[config.mk]
export PLATFORM = sky130hd
export DESIGN_NAME = an_encoder_52bits
export DESIGN_NICKNAME = d
export VERILOG_FILES = /design/src/rtl/an52_pkg.sv /design/src/rtl/an_shift_add_mul.sv /design/src/rtl/an_encoder_52bits.sv
export SDC_FILE = /design/constraint.sdc
export NUM_CORES = 1
export LEC_CHECK = 0
export CORE_MARGIN = 4
export CORE_UTILIZATION = 46
export CTS_CLUSTER_SIZE = 14
export DETAILED_ROUTE_END_ITERATION = 12
export GPL_ROUTABILITY_DRIVEN = 1
export PLACE_DENSITY = 0.71
export SYNTH_ARGS = -nofsm -noshare
export SYNTH_HDL_FRONTEND = slang
export SYNTH_SLANG_ARGS = --single-unit
export TNS_END_PERCENT = 1
[constraint.sdc]
create_clock -name clk -period 6.6 [get_ports clk]
set_input_delay 1.98 -clock clk [delete_from_list [all_inputs] [get_ports clk]]
set_output_delay 1.98 -clock clk [all_outputs]
set_load 0.01 [all_outputs]
[src/rtl/an52_pkg.sv]
// Shared constants, state encoding and error-model helpers for the 52-bit AN-code datapath.
// Also used by the trade-off decoder, so A and all widths must stay identical on both sides.
package an52_pkg;

    localparam int unsigned A_BITS   = 16;
    localparam int unsigned N_BITS   = 53;
    localparam int unsigned W_BITS   = N_BITS + A_BITS;
    localparam int unsigned L_BITS   = 7;
    localparam int unsigned CNT_BITS = 5;

    localparam logic [A_BITS-1:0] A = 16'd50861;

    // Decoder location l = +/-(p + LOC_OFFSET) for error bit position p.
    localparam int unsigned LOC_OFFSET = 1;

    typedef enum logic [1:0] {
        IDLE = 2'd0,
        MUL  = 2'd1,
        INJ  = 2'd2,
        HOLD = 2'd3
    } state_e;

    typedef struct packed {
        logic              en;
        logic [L_BITS-1:0] pos;
        logic              sign;
    } err_req_t;

    function automatic logic [L_BITS-1:0] loc_to_pos(input logic [L_BITS-1:0] loc_mag);
        return loc_mag - L_BITS'(LOC_OFFSET);
    endfunction

    function automatic logic [L_BITS-1:0] pos_to_loc(input logic [L_BITS-1:0] pos);
        return pos + L_BITS'(LOC_OFFSET);
    endfunction

endpackage

[src/rtl/an_shift_add_mul.sv]
// Sequential shift-add multiplier forming A*N, one multiplier bit per cycle.
// start_i loads a fresh operand; done_c is high during the final step.
module an_shift_add_mul
    import an52_pkg::*;
(
    input  logic              clk,
    input  logic              rst,
    input  logic              start_i,
    input  logic [N_BITS-1:0] n_i,
    output logic [W_BITS-1:0] acc_o,
    output logic              done_c
);

    logic [W_BITS-1:0]   acc_q,    acc_d;
    logic [W_BITS-1:0]   mcand_q,  mcand_d;
    logic [A_BITS-1:0]   mplier_q, mplier_d;
    logic [CNT_BITS-1:0] cnt_q,    cnt_d;
    logic                busy_q,   busy_d;

    logic last_step_c;

    assign last_step_c = busy_q && (cnt_q == CNT_BITS'(A_BITS - 1));

    always_ff @(posedge clk) begin
        if (rst) begin
            acc_q    <= '0;
            mcand_q  <= '0;
            mplier_q <= '0;
            cnt_q    <= '0;
            busy_q   <= 1'b0;
        end else begin
            acc_q    <= acc_d;
            mcand_q  <= mcand_d;
            mplier_q <= mplier_d;
            cnt_q    <= cnt_d;
            busy_q   <= busy_d;
        end
    end

    always_comb begin
        acc_d    = acc_q;
        mcand_d  = mcand_q;
        mplier_d = mplier_q;
        cnt_d    = cnt_q;
        busy_d   = busy_q;
        if (start_i) begin
            acc_d    = '0;
            mcand_d  = W_BITS'(n_i);
            mplier_d = A;
            cnt_d    = '0;
            busy_d   = 1'b1;
        end else if (busy_q) begin
            if (mplier_q[0]) begin
                acc_d = acc_q + mcand_q;
            end
            mcand_d  = mcand_q << 1;
            mplier_d = mplier_q >> 1;
            cnt_d    = cnt_q + CNT_BITS'(1);
            if (last_step_c) begin
                busy_d = 1'b0;
            end
        end
    end

    assign acc_o  = acc_q;
    assign done_c = last_step_c;

endmodule

[src/rtl/an_encoder_52bits.sv]
// AN-code encoder W = A*N with valid/ready handshakes and one word in flight.
// Optional macro ERR_INJ_EN adds a single +/-2^p arithmetic-error injector in the INJ cycle.
module an_encoder_52bits
    import an52_pkg::*;
(
    input  logic              clk,
    input  logic              rst,
`ifdef ERR_INJ_EN
    input  logic              err_en,
    input  logic [L_BITS-1:0] err_pos,
    input  logic              err_sign,
`endif
    input  logic              in_valid,
    output logic              in_ready,
    input  logic [N_BITS-1:0] N,
    output logic              out_valid,
    input  logic              out_ready,
    output logic [W_BITS-1:0] W,
    output logic [N_BITS-1:0] N_out
);

    state_e            state_q,     state_d;
    logic              in_ready_q,  in_ready_d;
    logic              out_valid_q, out_valid_d;
    logic [W_BITS-1:0] w_q,         w_d;
    logic [N_BITS-1:0] n_out_q,     n_out_d;

    logic              mul_start_c;
    logic              mul_done_c;
    logic [W_BITS-1:0] mul_acc;

`ifdef ERR_INJ_EN
    err_req_t          err_q, err_d;
    logic [W_BITS-1:0] inj_c;

    assign inj_c = W_BITS'(1) << err_q.pos;
`endif

    an_shift_add_mul u_mul (
        .clk     (clk),
        .rst     (rst),
        .start_i (mul_start_c),
        .n_i     (N),
        .acc_o   (mul_acc),
        .done_c  (mul_done_c)
    );

    always_ff @(posedge clk) begin
        if (rst) begin
            state_q     <= IDLE;
            in_ready_q  <= 1'b1;
            out_valid_q <= 1'b0;
            w_q         <= '0;
            n_out_q     <= '0;
`ifdef ERR_INJ_EN
            err_q       <= '0;
`endif
        end else begin
            state_q     <= state_d;
            in_ready_q  <= in_ready_d;
            out_valid_q <= out_valid_d;
            w_q         <= w_d;
            n_out_q     <= n_out_d;
`ifdef ERR_INJ_EN
            err_q       <= err_d;
`endif
        end
    end

    always_comb begin
        state_d     = state_q;
        in_ready_d  = in_ready_q;
        out_valid_d = out_valid_q;
        w_d         = w_q;
        n_out_d     = n_out_q;
        mul_start_c = 1'b0;
`ifdef ERR_INJ_EN
        err_d       = err_q;
`endif
        case (state_q)
            IDLE: begin
                if (in_valid) begin
                    n_out_d     = N;
                    mul_start_c = 1'b1;
                    in_ready_d  = 1'b0;
`ifdef ERR_INJ_EN
                    err_d.en    = err_en;
                    err_d.pos   = err_pos;
                    err_d.sign  = err_sign;
`endif
                    state_d     = MUL;
                end
            end
            MUL: begin
                if (mul_done_c) begin
                    state_d = INJ;
                end
            end
            INJ: begin
                // Out-of-range positions leave the product untouched; negative wrap is intended.
`ifdef ERR_INJ_EN
                if (err_q.en && (err_q.pos < L_BITS'(W_BITS))) begin
                    w_d = err_q.sign ? (mul_acc + inj_c) : (mul_acc - inj_c);
                end else begin
                    w_d = mul_acc;
                end
`else
                w_d = mul_acc;
`endif
                out_valid_d = 1'b1;
                state_d     = HOLD;
            end
            HOLD: begin
                if (out_ready) begin
                    out_valid_d = 1'b0;
                    in_ready_d  = 1'b1;
                    state_d     = IDLE;
                end
            end
            default: begin
                state_d = IDLE;
            end
        endcase
    end

    assign in_ready  = in_ready_q;
    assign out_valid = out_valid_q;
    assign W         = w_q;
    assign N_out     = n_out_q;

endmodule

==> impl_metrics.env <==
export IMPL_syn_area_per_cell_sq_um=8.392
export IMPL_antennaDiodeCount=0
export IMPL_num_vias=12240
export IMPL_synth_warnings=0
export IMPL_cp_arrival_ps=4440
export IMPL_io_buffers=180
export IMPL_yosysTopAreaCell="dfxtp_1"
export IMPL_cts_setup_buffers=0
export IMPL_ys_seq_area_frac=0.3943
export IMPL_grt_pass1_wl_mm=59.80
export IMPL_skew_ps=17.25
export IMPL_placeableCoreArea_sq_um=30830
export IMPL_setup_viol=0
export IMPL_tightest_slew_ps=903.6
export IMPL_cts_sinks=286
export IMPL_pwr_share_seq=0.398
export IMPL_grt_max_degree=107
export IMPL_slew_violations=0
export IMPL_synth_top_area_share=0.3943
export IMPL_crit_fanout=34
export IMPL_rsz0062_at_grt="false"
export IMPL_cp_buffers_inverters=1
export IMPL_powerDensity_nw_per_um2=295.8
export IMPL_track_usage=0.2069
export IMPL_htree_levels=1
export IMPL_rrSetupSlack_ps=3080
export IMPL_relSlewSlack=0.3976
export IMPL_die_h_um=185.7
export IMPL_synth_common_cells="nand2_1 (302), dfxtp_1 (286), a21oi_1 (242)"
export IMPL_cts_resized=0
export IMPL_cp_slowest_stage_delay_ps=610
export IMPL_antenna_found_initial=0
export IMPL_rows=64
export IMPL_yosysMostFrequentCell="nand2_1"
export IMPL_power_frac_comb=0.265
export IMPL_fmax_ghz=0.2502
export IMPL_drtAntennaViolNets=0
export IMPL_drv_cap=0
export IMPL_grt_pass1_vias=12000
export IMPL_fin_tns_setup_ps=0
export IMPL_drc_errors=0
export IMPL_p_sw_frac=0.3186
export IMPL_synth_cells=1730
export IMPL_dp_cells=2200
export IMPL_ys_top_cells_by_area="dfxtp_1 (39%), a21oi_1 (8.3%), nand2_1 (7.8%)"
export IMPL_switching_power_w=0.001649
export IMPL_final_cells=2256
export IMPL_critPathTopFamily="simple AND/OR/NAND/NOR gates"
export IMPL_yosysUniqueCellTypes=71
export IMPL_clkSlewWorstSetupHoldPaths_ps=60
export IMPL_syn_area_sq_um=14520
export IMPL_synth_edf_count=0
export IMPL_crit_slowest_cell="nor2_1"
export IMPL_status="finished, final reports clean"
export IMPL_clkPwrFrac=0.336
export IMPL_synth_nets=1863
export IMPL_die_w_um=185.7
export IMPL_syn2layout_area_growth_pct=20.49
export IMPL_drt_iter0_drc=681
export IMPL_die_area_sq_um=34470
export IMPL_synthFlopType="dfxtp_1"
export IMPL_hp_class="reg2reg"
export IMPL_cts_root_buf="clkbuf_16"
export IMPL_worst_setup_path_end_kind="flip-flop"
export IMPL_firstDrtPassIters=5
export IMPL_wl_mm=36.32
export IMPL_crit_type="in2reg"
export IMPL_final_hold_viol_count=0
export IMPL_period_share=0.6057
export IMPL_cts_buffer_depth=3
export IMPL_ios=181
export IMPL_cts_hold_buf=0
export IMPL_crit_chain="clkdlybuf4s50_1 -> and2_2 -> nor2_1 -> nand2_1 -> nor3_1 -> a21oi_1 -> o311ai_0"
export IMPL_start_util=0.4709
export IMPL_cts_buffers_inserted=31
export IMPL_internal_power_w=0.003526
export IMPL_via_per_inst=5.424
export IMPL_worst_ir_drop_vdd_mv=0.2165
export IMPL_ys_seq_elements=286
export IMPL_clk_latency_ps=560
export IMPL_wl_per_cell_um=16.10
export IMPL_leakagePower_nw=6.810
export IMPL_synth_async_reset_ratio=0
export IMPL_startpoint_type="input port"
export IMPL_cts_tree="done"
export IMPL_nets=1970
export IMPL_overflow=0
export IMPL_worstPathRequired_ps=7040
export IMPL_gp_congestion=0.9148
export IMPL_period_needed_ps=3997
export IMPL_layout_drive_gt1_share=0.07634
export IMPL_dp_hpwl_mm=25.65
[cells in the final DEF, fill, tap and decap left out, types with 4 or more instances in the layout]
cell and n:
or3_1 7, nand4_1 20, and2_1 6, a31oi_1 5, clkbuf_16 32, o21ai_1 5, nand3_1 28, xnor2_1 38
inv_1 26, mux2_2 52, clkinv_2 4, dfxtp_1 285, o21ai_0 49, clkbuf_1 6, clkdlybuf4s50_1 179, buf_4 8
ha_1 74, mux2i_1 105, a211oi_1 11, nand2_1 300, clkbuf_8 7, o31ai_1 5, and3_1 13, nor3_1 9
nor2_1 149, a221oi_1 5, o21a_1 7, a21oi_2 4, xor2_1 22, o211ai_1 6, o21bai_1 24, a21oi_1 242
a21o_1 44, nand2b_1 9
[power groups by stage]
stage                     Clock, W  Sequential, W  Combinational (W)
final                      0.00174        0.00206            0.00137
after global routing       0.00184        0.00209            0.00152
after CTS                  0.00178        0.00206            0.00138
after detailed placement         0        0.00210            0.00137
after global placement           0        0.00209            0.00135
after floorplan                  0        0.00206           0.000991
[path summary, 6_finish.rpt]
kind                      from              end  cells past startpoint
max                   in_valid  u_mul.acc_o[53]                      7
max reg2reg  u_mul.mcand_q[24]  u_mul.acc_o[68]                     11
min                  N_out[35]        N_out[35]                      2
min reg2reg          N_out[35]        N_out[35]                      2
[per-stage QoR]
stage / instance area (sq um) / utilization / hold WS (ps) / power (W) / setup slack [ps]
after floorplan: 14520 / - / 443.0 / 0.003053 / 3442
after global placement: 16450 / 0.5337 / 441.2 / 0.003442 / 2061
after detailed placement: 16450 / 0.5337 / 446.5 / 0.003473 / 2037
after CTS: 17490 / 0.5675 / 454.9 / 0.005223 / 2612
after global routing: 17490 / 0.5675 / 469.9 / 0.005455 / 2325
final: 17490 / 0.5675 / 453.1 / 0.005174 / 2603
[layer usage]
metal	up-vias	GRT usage	wire (um)
met5	-	0	0
met4	0	0.05334	897
met3	54	0.03635	1817
met2	234	0.3510	16920
met1	5704	0.2744	16680
li1	6245	-	-
[flip-flops by register name (all words and copies together) (netlist names)]
| register | cells |
|---|---|
| W | 69 |
| u_mul.acc_o | 69 |
| u_mul.mcand_q | 69 |
| N_out | 53 |
| u_mul.mplier_q | 16 |
| u_mul.cnt_q | 5 |
| state_q | 2 |
| in_ready | 1 |
| out_valid | 1 |
| u_mul.busy_q | 1 |
[final cells by class]
class	count	area, sq um
Clock buffer	45	919.6
Clock inverter	11	120.1
Fill cell	2828	13340
Inverter	26	97.59
Multi-Input combinational cell	1304	8269
Sequential cell	286	5729
Tap cell	396	495.5
Timing Repair Buffer	188	1863
[cell families after synthesis]
| group | Yosys count | share of synthesized area |
|---|---|---|
| multiplexers | 157 | 0.1127 |
| AO/OA/AOI/OAI | 447 | 0.1892 |
| flip-flops | 286 | 0.3943 |
| buffers and inverters | 140 | 0.03800 |
| AND/OR/NAND/NOR | 564 | 0.1636 |
| XOR/XNOR | 60 | 0.03619 |
| adder cells (fa/ha/maj) | 76 | 0.06601 |
[tightest hold or removal path, delay by kind of cell (launching register included)]
| family | cells | cell delay [ps] |
|---|---|---|
| DFF | 1 | 310 |
| and+or+nand+nor | 1 | 50 |
| AOI/OAI and AO/OA | 1 | 50 |
(Power assumes the default switching activity.)
